File: src/rtl/odd_parity_pkg.sv
// Shared constants and types for the odd-parity serial receiver.
package odd_parity_pkg;

   // Payload width and full frame width (data plus parity bit).
   localparam int DATA_W    = 9;
   localparam int FRAME_W   = 10;

   // Counts the ten data/parity bits of a frame.
   localparam int BIT_CNT_W = 4;

   typedef enum logic [1:0] {
      IDLE = 2'd0,
      DATA = 2'd1,
      STOP = 2'd2
   } rx_state_t;

endpackage

File: src/rtl/odd_parity_chk.sv
// Odd-parity checker: flags a 10-bit word {d[8:0], p} whose count of ones
// is even. It is the inverse of the parity generator's rule, so any receiver
// of generator words can reuse it.
module odd_parity_chk
   import odd_parity_pkg::*;
(
   input  logic [FRAME_W-1:0] frame_i,
   output logic               perr_o
);

   // A good word has an odd number of ones across data and parity.
   assign perr_o = ~(^frame_i);

endmodule

File: src/rtl/odd_parity_rx.sv
// Serial receiver for 10-bit odd-parity frames:
//   start(0), d[8]..d[0], parity, stop(1), one bit per clk, line idles high.
// A completed frame goes to a valid/ready output register with a parity-error
// sideband. A bad stop bit pulses frm_err. A frame that completes while the
// output is still held pulses overrun and is lost.
// Optional feature macro: PARITY_ERR_CNT_EN adds err_cnt, a saturating
// count of completed frames with a parity error.
module odd_parity_rx
   import odd_parity_pkg::*;
#(
   parameter int CNT_W = 8
) (
   input  logic              clk,
   input  logic              reset,
   input  logic              rx_in,
   output logic [DATA_W-1:0] rx_out_data,
   output logic              rx_out_perr,
   output logic              rx_out_valid,
   input  logic              rx_out_ready,
   output logic              frm_err,
   output logic              overrun
`ifdef PARITY_ERR_CNT_EN
   ,
   output logic [CNT_W-1:0]  err_cnt
`endif
);

   // Value of bit_cnt while the parity bit (the tenth bit) is shifted in.
   localparam logic [BIT_CNT_W-1:0] LAST_BIT = BIT_CNT_W'(FRAME_W - 1);

   // Reject a zero-width error counter at elaboration.
   if (CNT_W < 1) begin : g_cnt_w_check
      $error("odd_parity_rx: CNT_W must be at least 1");
   end

   rx_state_t              state_q, state_d;
   logic [BIT_CNT_W-1:0]   bit_cnt_q, bit_cnt_d;
   logic [FRAME_W-1:0]     shift_q, shift_d;

   logic [DATA_W-1:0]      data_q, data_d;
   logic                   perr_q, perr_d;
   logic                   valid_q, valid_d;
   logic                   frm_err_q, frm_err_d;
   logic                   overrun_q, overrun_d;

   logic                   frame_done;  // stop bit good this cycle
   logic                   frame_bad;   // stop bit low this cycle
   logic                   perr_w;      // parity verdict on the held frame
   logic                   load;        // completed frame enters the output

   // The shift register holds {d[8:0], p} once the frame reaches STOP.
   odd_parity_chk u_chk (
      .frame_i (shift_q),
      .perr_o  (perr_w)
   );

   // Receive state, bit counter and shift register.
   always_ff @(posedge clk or posedge reset) begin
      if (reset) begin
         state_q   <= IDLE;
         bit_cnt_q <= '0;
         shift_q   <= '0;
      end else begin
         // NOTE: use non-blocking (<=) in clocked blocks so every register
         // samples its pre-edge inputs regardless of statement order.
         state_q   <= state_d;
         bit_cnt_q <= bit_cnt_d;
         shift_q   <= shift_d;
      end
   end

   // Next-state logic: detect the start bit, shift ten bits, judge the stop bit.
   always_comb begin
      // NOTE: give every variable a default before the case so no path leaves
      // it unassigned, which would otherwise infer a latch.
      state_d    = state_q;
      bit_cnt_d  = bit_cnt_q;
      shift_d    = shift_q;
      frame_done = 1'b0;
      frame_bad  = 1'b0;
      unique case (state_q)
         IDLE: begin
            if (!rx_in) begin
               state_d   = DATA;
               bit_cnt_d = '0;
            end
         end
         DATA: begin
            // MSB arrives first, so shift towards the top.
            shift_d   = {shift_q[FRAME_W-2:0], rx_in};
            bit_cnt_d = bit_cnt_q + BIT_CNT_W'(1);
            if (bit_cnt_q == LAST_BIT) begin
               state_d = STOP;
            end
         end
         STOP: begin
            // A low stop bit is a framing error, not a new start bit.
            state_d    = IDLE;
            bit_cnt_d  = '0;
            frame_done = rx_in;
            frame_bad  = ~rx_in;
         end
         default: begin
            state_d   = IDLE;
            bit_cnt_d = '0;
         end
      endcase
   end

   // Output word and pulse flags: load on completion unless a held word blocks it.
   always_comb begin
      load      = frame_done && (!valid_q || rx_out_ready);
      data_d    = data_q;
      perr_d    = perr_q;
      valid_d   = valid_q;
      frm_err_d = frame_bad;
      overrun_d = frame_done && !load;
      if (load) begin
         data_d  = shift_q[FRAME_W-1:1];
         perr_d  = perr_w;
         valid_d = 1'b1;
      end else if (valid_q && rx_out_ready) begin
         valid_d = 1'b0;
      end
   end

   // Output register and one-cycle error pulses.
   always_ff @(posedge clk or posedge reset) begin
      if (reset) begin
         data_q    <= '0;
         perr_q    <= 1'b0;
         valid_q   <= 1'b0;
         frm_err_q <= 1'b0;
         overrun_q <= 1'b0;
      end else begin
         data_q    <= data_d;
         perr_q    <= perr_d;
         valid_q   <= valid_d;
         frm_err_q <= frm_err_d;
         overrun_q <= overrun_d;
      end
   end

   assign rx_out_data  = data_q;
   assign rx_out_perr  = perr_q;
   assign rx_out_valid = valid_q;
   assign frm_err      = frm_err_q;
   assign overrun      = overrun_q;

`ifdef PARITY_ERR_CNT_EN
   localparam logic [CNT_W-1:0] CNT_MAX = '1;

   logic [CNT_W-1:0] err_cnt_q, err_cnt_d;

   // Count completed frames with bad parity, delivered or dropped; hold at full scale.
   always_comb begin
      err_cnt_d = err_cnt_q;
      if (frame_done && perr_w && (err_cnt_q != CNT_MAX)) begin
         err_cnt_d = err_cnt_q + CNT_W'(1);
      end
   end

   // Parity-error counter register.
   always_ff @(posedge clk or posedge reset) begin
      if (reset) begin
         err_cnt_q <= '0;
      end else begin
         err_cnt_q <= err_cnt_d;
      end
   end

   assign err_cnt = err_cnt_q;
`endif

endmodule

File: config.mk
export PLATFORM = sky130hd
export DESIGN_NAME = odd_parity_rx
export DESIGN_NICKNAME = d
export VERILOG_FILES = /design/src/rtl/odd_parity_pkg.sv /design/src/rtl/odd_parity_chk.sv /design/src/rtl/odd_parity_rx.sv
export SDC_FILE = /design/constraint.sdc
export NUM_CORES = 1
export LEC_CHECK = 0
export CORE_MARGIN = 2
export CORE_UTILIZATION = 24
export DETAILED_ROUTE_END_ITERATION = 7
export GPL_TIMING_DRIVEN = 0
export PLACE_DENSITY = 0.47
export SETUP_SLACK_MARGIN = 0.02
export SLEW_MARGIN = 20
export SYNTH_ARGS = -nofsm -noshare
export SYNTH_HDL_FRONTEND = slang
export SYNTH_SLANG_ARGS = --single-unit
File: constraint.sdc
create_clock -name clk -period 2.5 [get_ports clk]
set_input_delay 0.25 -clock clk [delete_from_list [all_inputs] [get_ports clk]]
set_output_delay 0.25 -clock clk [all_outputs]
set_load 0.01 [all_outputs]
==> reports/metrics.yaml <==
finish:
  final_cell_mix: "dfrtp_1, mux2_2, clkdlybuf4s50_1, xnor2_1, clkbuf_8"
  fin_util: 0.310
  drive_gt1_frac: 0.270
  finalNonFillerCells: 185
  n_antenna_cell: 0
  fin_nets: 120
  area_delta_synth_final_pct: 26.3
  final_common_cell: "dfrtp_1"
timing:
  rsz0062_at_grt: "no"
  hold_viol: 0
  slew_viol_final: 0
  finClkSkew_ps: 1.74
  fmax_mhz: 648
  tightest_slew_ps: 600
  setup_violations: 0
  fin_ws_ps: 958
  period_minus_slack_ps: 1540
  setup_tns_ps: 0
  slew_headroom: 0.599
  period_share: 0.617
setup_path:
  start_kind: "register"
  worst_setup_path_end_kind: "register"
  r2r_slack_ps: 960
  worst-setup-path-type: "register to register"
  cp_data_arrival_time_ps: 1700
  path_max_fanout: 10
  r2r_end: "rx_out_data[0]"
  required_ps: 2660
  r2r_start: "state_q[0]"
  reg2regPathDepth: 5
detailed_routing:
  routed_wirelength_um: 2120
  drtIter0Drc: 32
  vias: 751
  drtPass1Iterations: 5
  ant_nets: 0
  vias_per_cell: 4.06
  drc: 0
  wire_per_inst_um: 11.5
logic_synthesis:
  synth_area_leader_cell: "dfrtp_1"
  yosysTopAreaCellShare: 0.582
  async_flop_share: 1.00
  syn_nets: 97
  yosysSeqAreaShare: 0.582
  synth_area_leaders: "dfrtp_1, mux2_2, xnor2_1"
  syn_area_sq_mm: 0.00125
  synthCells: 91
  syn_area_per_cell_sq_um: 13.7
  ys_types: 24
  yosys_warnings: 0
  ys.flop_type: "dfrtp_1"
  synth_edf_count: 0
  synth-seq-cells: 29
grt:
  first_global_vias: 800
  overflow: 0
  grt_first_pass_wirelength_um: 3780
  antenna_found_initial: 0
  track_usage: 0.0839
  grt_max_degree: 30
power_and_ir_drop:
  cellLeakagePower_nw: 0.690
  cellPowerDensity_mw_per_mm2: 1250
  ir_drop_uv: 483
run_status:
  run_status: "completed"
floorplanning:
  rows: 26
  start_util: 0.246
  coreArea_sq_mm: 0.00507
  pin_count: 17
  die-area_sq_mm: 0.00579
  die_y_um: 76.1
  die_x_um: 76.1
clock_tree:
  cts.sinks: 29
  htreeDepth: 2
  cts_buffer_depth: 2
  clk_latency_ps: 270
  cts_tree: "done"
  postCtsResizedCells: 0
  numCtsBuffers: 5
  cts_setup_buffers: 0
  root_buffer: "clkbuf_8"
  cts_hold_buf: 0
  path_clk_slew_ps: 60
flow_run:
  maxCapViolations: 0
place:
  io_buffers: 16
  place_hpwl_um: 1440
  dp_cells: 177
  routabilityCongestion: 0.682
  dp_slack_ps: 669
worst_hold_path:
  worst_hold_path_type: "input pin to asynchronous set/reset pin"
-- routing by layer --
metal / vias to the layer above / wire [um] / global-route usage
met1: 365 / 965 / 0.0998
li1: 356 / - / -
met5: - / 0 / 0
met4: 0 / 42 / 0.0345
met2: 21 / 1000 / 0.128
met3: 9 / 114 / 0.0438
-- sequential cells by signal, indices dropped and copies added (netlist names) --
register and count:
state_q 2, rx_out_perr 1, rx_out_data 9, bit_cnt_q 4
rx_out_valid 1, frm_err 1, shift_q 10, overrun 1
-- final cells by class --
cell class,instances,area (sq um)
Timing Repair Buffer,16,160
Inverter,3,11.3
Tap cell,70,87.6
Sequential cell,29,726
Fill cell,548,3500
Buffer,4,25.0
Multi-Input combinational cell,55,484
Clock buffer,8,80.1
-- through the flow --
stage | instance area [sq um] | hold WS, ps | total power, mW
after floorplan | 1250 | 320 | 1.41
after global placement | 1490 | 488 | 1.60
after detailed placement | 1490 | 496 | 1.63
after CTS | 1570 | 392 | 2.01
after global routing | 1570 | 416 | 2.13
final | 1570 | 366 | 1.96
-- synthesized netlist by cell type, types with 2 or more instances --
cell,n
dfrtp_1,29
mux2_2,20
xnor2_1,6
nand2_1,4
inv_1,3
nor2_1,3
nor2b_1,3
a21oi_1,2
buf_2,2
buf_4,2
ha_1,2
nand2b_1,2
nor3_1,2
-- cell families (layout without fill, tap and decap cells) --
family / Yosys count / in the layout / share of synthesized area
buffers and inverters: 7 / 31 / 0.0291
AND/OR/NAND/NOR: 18 / 18 / 0.0803
adder cells (fa/ha/maj): 2 / 2 / 0.0201
AO/OA/AOI/OAI: 6 / 6 / 0.0321
XOR/XNOR: 8 / 8 / 0.0673
flip-flops: 29 / 29 / 0.582
multiplexers: 21 / 21 / 0.189
-- critical path, cell delays in order (launching register included) --
cell     delay, ps
dfrtp_1        360
buf_4          170
nor2b_4        190
and3_1         180
buf_4          190
mux2_2         340
-- where the power goes --
part | leakage, nW | total [mW] | switching [mW] | internal, mW
sequential | 0.369 | 0.786 | 0.150 | 0.636
clock | 0.0395 | 0.356 | 0.159 | 0.197
combinational | 0.282 | 0.822 | 0.319 | 0.502
total | 0.690 | 1.96 | 0.628 | 1.34
-- how the worst max path moves through the flow --
stage	from	endpoint	depth (start not counted)
2_1_floorplan	shift_q[9]	rx_out_perr	4
3_3_place_gp	rx_in	rx_out_data[0]	5
3_5_place_dp	rx_in	rx_out_data[3]	5
4_1_cts	state_q[0]	rx_out_data[1]	5
5_1_grt	state_q[0]	rx_out_data[0]	5
6_report	state_q[0]	rx_out_data[0]	5
Note: power is estimated with default switching activity, not from simulation.
